`src/rtl/systolic_2x2_driver.sv`:
```
// Host-side stream driver for the registered 2x2 systolic array: gathers A/B operands,
// presents them packed on mi0/mi1, captures the array result and streams C back out.
module systolic_2x2_driver #(
  parameter int unsigned SIZE = 8
) (
  input  logic              clk,
  input  logic              rst,
  input  logic              in_valid,
  output logic              in_ready,
  input  logic [SIZE-1:0]   in_data,
  output logic [4*SIZE-1:0] arr_mi0,
  output logic [4*SIZE-1:0] arr_mi1,
  input  logic [4*SIZE-1:0] arr_mor,
  output logic              out_valid,
  input  logic              out_ready,
  output logic [SIZE-1:0]   out_data,
  output logic              out_last,
  output logic              busy,
  output logic [15:0]       mat_count
);

  typedef enum logic [1:0] {StLoad, StIssue, StWait, StDrain} state_e;

  state_e              state_q;
  logic [2:0]          ld_cnt_q;
  logic [1:0]          dr_cnt_q;
  logic [4*SIZE-1:0]   res_q;
  logic [1:0]          ld_slot;
  logic [1:0]          dr_slot;
  logic                in_fire;
  logic                out_fire;

  // Element 0 sits in the MSB slice, so slice index from the LSB is 3-k.
  assign ld_slot  = ~ld_cnt_q[1:0];
  assign dr_slot  = ~dr_cnt_q;
  assign in_fire  = in_valid & in_ready;
  assign out_fire = out_valid & out_ready;

  always_comb begin
    in_ready  = rst && (state_q == StLoad);
    out_valid = (state_q == StDrain);
    busy      = (state_q != StLoad);
    out_data  = '0;
    out_last  = 1'b0;
    if (out_valid) begin
      out_data = res_q[dr_slot*SIZE +: SIZE];
      out_last = (dr_cnt_q == 2'd3);
    end
  end

  always_ff @(posedge clk or negedge rst) begin
    if (!rst) begin
      state_q   <= StLoad;
      ld_cnt_q  <= '0;
      dr_cnt_q  <= '0;
      arr_mi0   <= '0;
      arr_mi1   <= '0;
      res_q     <= '0;
      mat_count <= '0;
    end else begin
      unique case (state_q)
        StLoad: begin
          if (in_fire) begin
            if (ld_cnt_q[2]) arr_mi1[ld_slot*SIZE +: SIZE] <= in_data;
            else             arr_mi0[ld_slot*SIZE +: SIZE] <= in_data;
            ld_cnt_q <= ld_cnt_q + 3'd1;
            if (ld_cnt_q == 3'd7) state_q <= StIssue;
          end
        end
        // The array registers its product at the edge closing this state.
        StIssue: state_q <= StWait;
        StWait: begin
          res_q    <= arr_mor;
          dr_cnt_q <= '0;
          state_q  <= StDrain;
        end
        StDrain: begin
          if (out_fire) begin
            dr_cnt_q <= dr_cnt_q + 2'd1;
            if (dr_cnt_q == 2'd3) begin
              mat_count <= mat_count + 16'd1;
              state_q   <= StLoad;
            end
          end
        end
        default: state_q <= StLoad;
      endcase
    end
  end

endmodule
```
`config.mk`:
```
export PLATFORM = sky130hd
export DESIGN_NAME = systolic_2x2_driver
export DESIGN_NICKNAME = d
export VERILOG_FILES = /design/src/rtl/systolic_2x2_driver.sv
export SDC_FILE = /design/constraint.sdc
export NUM_CORES = 1
export LEC_CHECK = 0
export ABC_AREA = 0
export BUFFER_PORTS_ARGS = -buffer_cell sky130_fd_sc_hd__buf_2
export CORE_AREA = 2 2 102 104
export CTS_CLUSTER_SIZE = 28
export DETAILED_ROUTE_END_ITERATION = 10
export DIE_AREA = 0 0 104 106
export GPL_TIMING_DRIVEN = 0
export PLACE_DENSITY = 0.78
export SETUP_SLACK_MARGIN = 0.15
export SYNTH_ARGS = -nofsm -noshare
export SYNTH_HDL_FRONTEND = slang
export SYNTH_SLANG_ARGS = --single-unit
```
`constraint.sdc`:
```
create_clock -name clk -period 5.6 [get_ports clk]
set_input_delay 0.28 -clock clk [delete_from_list [all_inputs] [get_ports clk]]
set_output_delay 0.28 -clock clk [all_outputs]
set_load 0.01 [all_outputs]
```
* Word level (Yosys, flattened, before mapping)
Index checks and enable logic that the tools add are counted.
Storage, ports and cells: register bits after elaboration 119
Operators by class: add/subtract/negate cells 4, bitwise operators 5, eq/ne operators 9, multiplexer cells 11, shift-type cells 3, reduce and logical (&&, ||, !) cells 10
Operators with widths (count):
- $bwmux 32 | 2
- $neg 5->34 | 1
- $shift 8x34->32 const A | 1
- $shiftx 8x34->32 | 1
- $shiftx 32x6->8 | 1
- $add 16x1->16 const B | 1
- $mux 2 | 5
- $reduce_and 3->1 | 3
- $mux 8 | 1
- $pmux 2 s4 | 1
- $eq 2x2->1 const B | 3
- $ne 2x1->1 const B | 3
- $not 2->2 | 2
- $pmux 2 s2 | 1
- $reduce_and 2->1 | 2
- $reduce_and 4->1 | 1
- $reduce_bool 2->1 | 2
- $add 3x1->3 const B | 1
- $eq 3x3->1 const B | 1
- $add 2x1->2 const B | 1
- $and 1x1->1 | 2
- $eq 2x1->1 const B | 1
- $logic_not 2->1 | 1
- $ne 2x2->1 const B | 1
- 3 further kinds | 3

* Logic depth before layout (Yosys ltp)
Gate-level depths: netlist of run 1.
depth in word-level cells 5, depth in mapped cells 8, mapped depth without buffers 6

* Least setup slack after synthesis of run 1
No wires, ideal clock.
kind reg-to-reg, from register ld_cnt_q[0], to register arr_mi0[24], stages on the path, launching flop included 6, clock period less this slack 1.789 ns, setup slack 3.811 ns, path buffers 0, arrival 1.724 ns, setup time 0.064 ns, path through dfrtp_1 -> inv_1 -> ha_1 -> nor4_2 -> and2_1 -> mux2_2
Between the ends: word-level cells in the longest chain between the ends 4, elaborated cells on any way between the ends 5, those cells by class 1 x add/sub; 2 x shift; 1 x mux; 1 x bitwise
RTL lines:
- start: declaration | RTL line 25 | logic [2:0] ld_cnt_q;
- start signal: assignment | RTL line 66 | ld_cnt_q <= ld_cnt_q + 3'd1;
- $not 2->2 (*) | RTL line 34 | assign ld_slot = ~ld_cnt_q[1:0];
- named net ld_slot[0] | RTL line 28 | logic [1:0] ld_slot;
- $neg 5->34 (*) | RTL line 65 | else arr_mi0[ld_slot*SIZE +: SIZE] <= in_data;
- $shiftx 8x34->32 or $shift 8x34->32 (tied branches) | RTL line 65
- $bwmux 32 (*) | RTL line 65
- end signal: indexed assignment | RTL line 65
- end: declaration | RTL line 11 | output logic [4*SIZE-1:0] arr_mi0,
Mark *: on every way through the listed nets, which the timed path passes. The rest lies on a longest branch. A chain may end at the register's enable or synchronous reset.

* Worst setup path in the final report of run 1
from register dr_cnt_q[1], to output port out_data[1]
Between the ends: word-level cells in the longest chain between the ends 3
RTL lines:
- start: declaration | RTL line 26 | logic [1:0] dr_cnt_q;
- start signal: assignment | RTL line 79 | dr_cnt_q <= dr_cnt_q + 2'd1;
- $not 2->2 | RTL line 35 | assign dr_slot = ~dr_cnt_q;
- $shiftx 32x6->8 | RTL line 46 | out_data = res_q[dr_slot*SIZE +: SIZE];
- $mux 8 | RTL line 45 | if (out_valid) begin
- end: declaration | RTL line 16 | output logic [SIZE-1:0] out_data,
No other way between the ends.

==> qor.yml, run 1 <==
ys_ff_latch: 119
crit_chain: "clkbuf_1 -> mux4_2 -> and2_1 -> buf_2"
num_vias: 3681
postCtsHoldBufs: 29
h-tree-depth: 4
drv_cap: 0
die_h_microns: 106
min_period_ns: 2.387
drtIter0Drc: 193
fin_nets: 606
grt_pass1_vias: 3864
fin_setup_tns_ns: 0
clock_sinks: 119
worstPathMaxFanout: 10
avgViaCountPerCell: 5.266
worstSkewPairLatency_ns: 0.51
drive_above_1_share_pct: 49.29
finalPower_mw: 3.612
rows: 37
slew_viol_final: 0
seq_area_frac_synth_pct: 55.78
setup_violations: 0
antenna_found_initial: 1
cts_tree: "done"
vdd_drop_max_v: 0.0002796
cts_root_buffer: "clkbuf_8"
finalCritPeriodShare_pct: 42.63
start_util_pct: 53.39
grt-ovfl-total: 0
p_leak_nw: 3.701
fmax_mhz: 418.9
grt_pass1_wl_microns: 19680
ys_warn_count: 0
hold_class: "primary input to flop"
cp_data_arrival_time_ns: 2.11
fin_cells: 699
ioPinCount: 136
cts_buffers: 17
port_buffers: 135
post_cts.resized_instances: 0
die_w_microns: 104
async_reset_ff_share_pct: 100.0
syn_nets: 422
synth.distinct_cells: 36
p_per_area_nw_per_um2: 507.8
finalHoldViolations: 0
final_cell_mix: "buf_2 (138), dfrtp_1 (119), mux2_2 (55)"
worst_pin_slew_ns: 0.6709
syn_avg_cell_area_sq_um: 14.55
gp_congestion: 0.7734
clock_skew_ns: 0.008601
area.growth.synth_to_final_pct: 33.26
syn_area_sq_um: 5339
dp_cells: 639
clkSlewWorstSetupHoldPaths_ns: 0.05
synth_ff_type: "dfrtp_1"
utilization_pct: 71.15
final_common_cell: "buf_2"
postCtsSetupRepairBufs: 0
crit_required_ns: 5.32
critical_path_class: "flop to primary output"
crit_slowest_cell: "clkbuf_1"
end_kind: "primary output"
die_area_sq_um: 11020
max_stage_delay_ns: 0.53
slew_headroom_pct: 55.27
outcome: "finished clean"
rsz0062_at_grt: "false"
cp-start-kind: "flop"
routed_wl_microns: 12110
drc: 0
design.core.area_sq_um: 10000
synth_edf_count: 0
drt-pass1-iter-count: 4
antenna_left: 0
grt_usage_pct: 23.22
cts_buffer_depth: 2
post-dp-hpwl_microns: 8023
syn_inst: 367
routedWlPerCell_microns: 17.32
grt_max_degree: 66
power breakdown:
group | switching, mW | internal [mW] | leakage (nW) | total, mW
clock network | 0.372 | 0.729 | 0.295 | 1.10
registers | 0.174 | 1.15 | 1.57 | 1.33
logic | 0.559 | 0.626 | 1.84 | 1.18
total | 1.10 | 2.51 | 3.70 | 3.61
routing by layer:
layer / up-vias / GRT usage, % / wire length, microns
met3: 15 / 6.193 / 505
met5: - / 0 / 0
met2: 99 / 39.10 / 6304
met1: 1893 / 29.08 / 5117
met4: 0 / 8.398 / 181
li1: 1674 / - / -
layout make-up:
cell class,count,area (sq um)
repair buffers,165,999.7
clock buffers,22,483.0
inverters,5,18.77
fillers,712,2885
well taps,136,170.2
multi-input cells,234,2280
diodes,1,2.502
clock inverters,8,120.1
plain buffers,9,62.56
flip-flops and latches,119,2978
flip-flops by register name, indices dropped and copies added (netlist names):
signal / cells
arr_mi0: 32
arr_mi1: 32
res_q: 32
mat_count: 16
ld_cnt_q: 3
dr_cnt_q: 2
state_q: 2
synthesized netlist by cell type (all sizes together) (6+ instances only):
cell type	n	share of area [%]
a22o	16	2.6
and2	35	4.1
buf	6	0.96
dfrtp	119	56
ha	11	2.6
mux2	81	19
mux4	8	3.4
nand2	26	2.9
nand3	9	0.84
o21ai	6	0.56
xnor2	13	2.1
stage by stage:
stage               worst slack (ns)  hold slack, ns  cell area (sq um)
detailed placement             3.273          0.2819               6218
global route                   3.068        0.006900               7114
global placement               1.683          0.4554               6185
CTS                            3.231      0.00009887               7112
finish                         3.213         0.01955               7114
floorplan                      3.811        -0.01559               5339
worst paths after layout:
path | end | cells past startpoint | slack (ns) | from
max in group asynchronous | arr_mi0[1] | 3 | 4.61 | rst
setup reg to reg | arr_mi1[31] | 5 | 3.45 | ld_cnt_q[0]
setup / recovery | out_data[1] | 4 | 3.21 | dr_cnt_q[1]
hold / removal | res_q[4] | 2 | 0.02 | arr_mor[4]
min in group asynchronous | mat_count[11] | 2 | 0.30 | rst
hold reg to reg | mat_count[15] | 1 | 0.47 | mat_count[15]
cell families after synthesis:
kind of cell / share of synthesized area (%)
flops: 55.78
simple gates: 11.69
mux: 22.15
compound gates: 3.328
xor+xnor: 2.953
buf+inv: 1.523
fa+ha+maj: 2.578
worst max-delay path: cells and delay by family (launching register included):
family,cells,cell delay (ns)
buffers and inverters,2,0.67
and+or+nand+nor,1,0.18
muxes,1,0.40
DFF,1,0.35
(Power assumes the default switching activity.)
==> run 2: changes to the inputs <==
--- a/config.mk
+++ b/config.mk
@@ -7,12 +7,12 @@
 export LEC_CHECK = 0
 export ABC_AREA = 0
 export BUFFER_PORTS_ARGS = -buffer_cell sky130_fd_sc_hd__buf_2
-export CORE_AREA = 2 2 102 104
+export CORE_AREA = 2 2 109 111
 export CTS_CLUSTER_SIZE = 28
 export DETAILED_ROUTE_END_ITERATION = 10
-export DIE_AREA = 0 0 104 106
+export DIE_AREA = 0 0 111 113
 export GPL_TIMING_DRIVEN = 0
-export PLACE_DENSITY = 0.78
+export PLACE_DENSITY = 0.72
 export SETUP_SLACK_MARGIN = 0.15
 export SYNTH_ARGS = -nofsm -noshare
 export SYNTH_HDL_FRONTEND = slang
==> constraint.sdc (replaced) <==
create_clock -name clk -period 2.1 [get_ports clk]
set_input_delay 0.105 -clock clk [delete_from_list [all_inputs] [get_ports clk]]
set_output_delay 0.105 -clock clk [all_outputs]
set_load 0.01 [all_outputs]
==> run 2 against run 1 <==
Against the previous run:
- the flow now finishes with violations (hold timing)
- global-route usage shrank 1.7 points
- combinational power rose to 2.9 times the previous value
- register-to-register slack worse by 3.2 ns
- power rose to 2.8 times the previous value
- core utilization is 5.8 points lower
- count of clock-buffer cells in the layout increased by 1
- critical endpoint is now out_data[4]
- largest cell class unchanged
- largest power group unchanged
==> qor.yml, run 2 (synthesized netlist as in run 1, its figures left out) <==
seqPwrFrac_pct: 35.8
violations: "hold timing"
clkPwrFrac_pct: 29.6
p_leak_nw: 3.849
place_area_sq_um: 6227
vdd_drop_max_v: 0.0009459
drive_above_1_share_pct: 51.13
die_h_microns: 113
fin_setup_tns_ns: 0
post-dp-hpwl_microns: 8079
hold_class: "primary input to async pin"
cts_buffer_depth: 2
p_per_area_nw_per_um2: 1352
fmax_mhz: 529.4
grt_pass1_vias: 3883
p_sw_share_pct: 30.82
clock_skew_ns: 0.01129
slew_viol_final: 0
critical_path_class: "flop to primary output"
cp_data_arrival_time_ns: 1.78
avgViaCountPerCell: 5.172
max_stage_delay_ns: 0.51
cp-start-kind: "flop"
fin_nets: 620
ioPinCount: 136
area.growth.synth_to_final_pct: 38.04
drtIter0Drc: 210
finalCritPeriodShare_pct: 89.95
worst_pin_slew_ns: 0.9655
fin_area_sq_um: 7370
reg_top3: "arr_mi0 (32), arr_mi1 (32), res_q (32)"
routedWlPerCell_microns: 17.67
pwr-share-comb_pct: 34.6
rr_worst_depth: 6
worstSkewPairLatency_ns: 0.41
antenna_found_initial: 0
final_common_cell: "buf_2"
finalPower_mw: 9.966
net-switching-power_mw: 3.071
place_ws_ns: -0.01995
routed_wl_microns: 12740
crit_slowest_cell: "mux4_2"
cts_root_buffer: "clkbuf_16"
clock_sinks: 119
port_buffers: 135
postCtsHoldBufs: 35
clkSlewWorstSetupHoldPaths_ns: 0.06
outcome: "finished, violations left"
end_kind: "primary output"
cts_buffers: 17
h-tree-depth: 4
rows: 39
slew_headroom_pct: 35.42
num_vias: 3729
drt-pass1-iter-count: 4
crit_family: "multiplexers"
grt_pass1_wl_microns: 20670
min_period_ns: 1.889
crit_chain: "buf_12 -> mux4_2 -> and2_4 -> buf_6"
antenna_left: 0
start_util_pct: 47.36
grt_usage_pct: 21.48
drc: 0
die_w_microns: 111
gp_congestion: 0.7831
rsz0062_at_grt: "true"
final_cell_mix: "buf_2 (136), dfrtp_1 (117), mux2_2 (55)"
grt_max_degree: 103
finalHoldViolations: 98
worstPathMaxFanout: 5
internal-power_mw: 6.895
design.core.area_sq_um: 11270
crit_required_ns: 2.00
fin_ws_ns: 0.2111
grt-ovfl-total: 0
fillCellCount: 828
cts_tree: "done"
drv_cap: 0
fin_hold_ws_ns: -0.1321
path_depth: 4
path_buf_inv: 2
die_area_sq_um: 12540
setup_violations: 0
[run 2: power by group through the flow]
stage,clock (mW),combinational [mW],sequential [mW]
after floorplan,0,1.96,3.65
after global placement,0,3.00,3.51
after detailed placement,0,3.10,3.55
after CTS,2.99,3.26,3.54
after global routing,3.12,3.73,3.65
final,2.95,3.45,3.56
[run 2: cell type report]
type                       instances  area [sq um]  share of cell area [%]
inverter                           5         18.77                  0.2547
sequential                       119          2980                   40.44
antenna                            1         2.502                 0.03396
buffer                             9         81.33                   1.104
clock buffer                      23         478.0                   6.486
tap                              143         178.9                   2.428
clock inverter                     8         121.4                   1.647
timing repair buffer             179          1164                   15.79
multi-input combinational        234          2345                   31.82
[run 2: timing repair]
action | in CTS | in global routing
cloned | 0 | 1
endpoints found under the setup margin | 56 | 84
buffers inserted | 0 | 7
pin swaps | 0 | 3
resized for setup | 9 | 15
hold endpoints to repair | 151 | 98
[run 2: layer usage]
| layer | wire length (microns) | global-route usage, % | vias to the layer above |
|---|---|---|---|
| met1 | 5596 | 27.56 | 1888 |
| met2 | 6255 | 34.60 | 114 |
| met3 | 656 | 6.213 | 26 |
| met4 | 233 | 8.917 | 0 |
| met5 | 0 | 0 | - |
| li1 | - | - | 1701 |
[run 2: worst paths after layout]
kind,slack (ns),startpoint,endpoint
max,0.21,dr_cnt_q[0],out_data[4]
min,-0.13,rst,arr_mi1[22]
min reg2reg,0.47,mat_count[15],mat_count[15]
max reg2reg,0.23,ld_cnt_q[0],arr_mi0[14]
max in group asynchronous,0.95,rst,arr_mi0[12]
min in group clk,0.04,in_data[1],arr_mi1[1]
[run 2: worst register-to-register path, cell delays in order (launching register included)]
cell,delay [ns]
dfrtp_2,0.47
inv_1,0.16
ha_2,0.34
nor4b_4,0.15
buf_4,0.18
and2_1,0.18
mux2_2,0.27
[run 2: through the flow]
stage | utilization, % | hold WS (ns) | cells
after floorplan | - | -0.1906 | 367
after global placement | 54.95 | 0.3370 | 645
after detailed placement | 55.24 | -0.03041 | 646
after CTS | 64.19 | -0.09179 | 712
after global routing | 65.36 | -0.06842 | 720
final | 65.38 | -0.1321 | 721
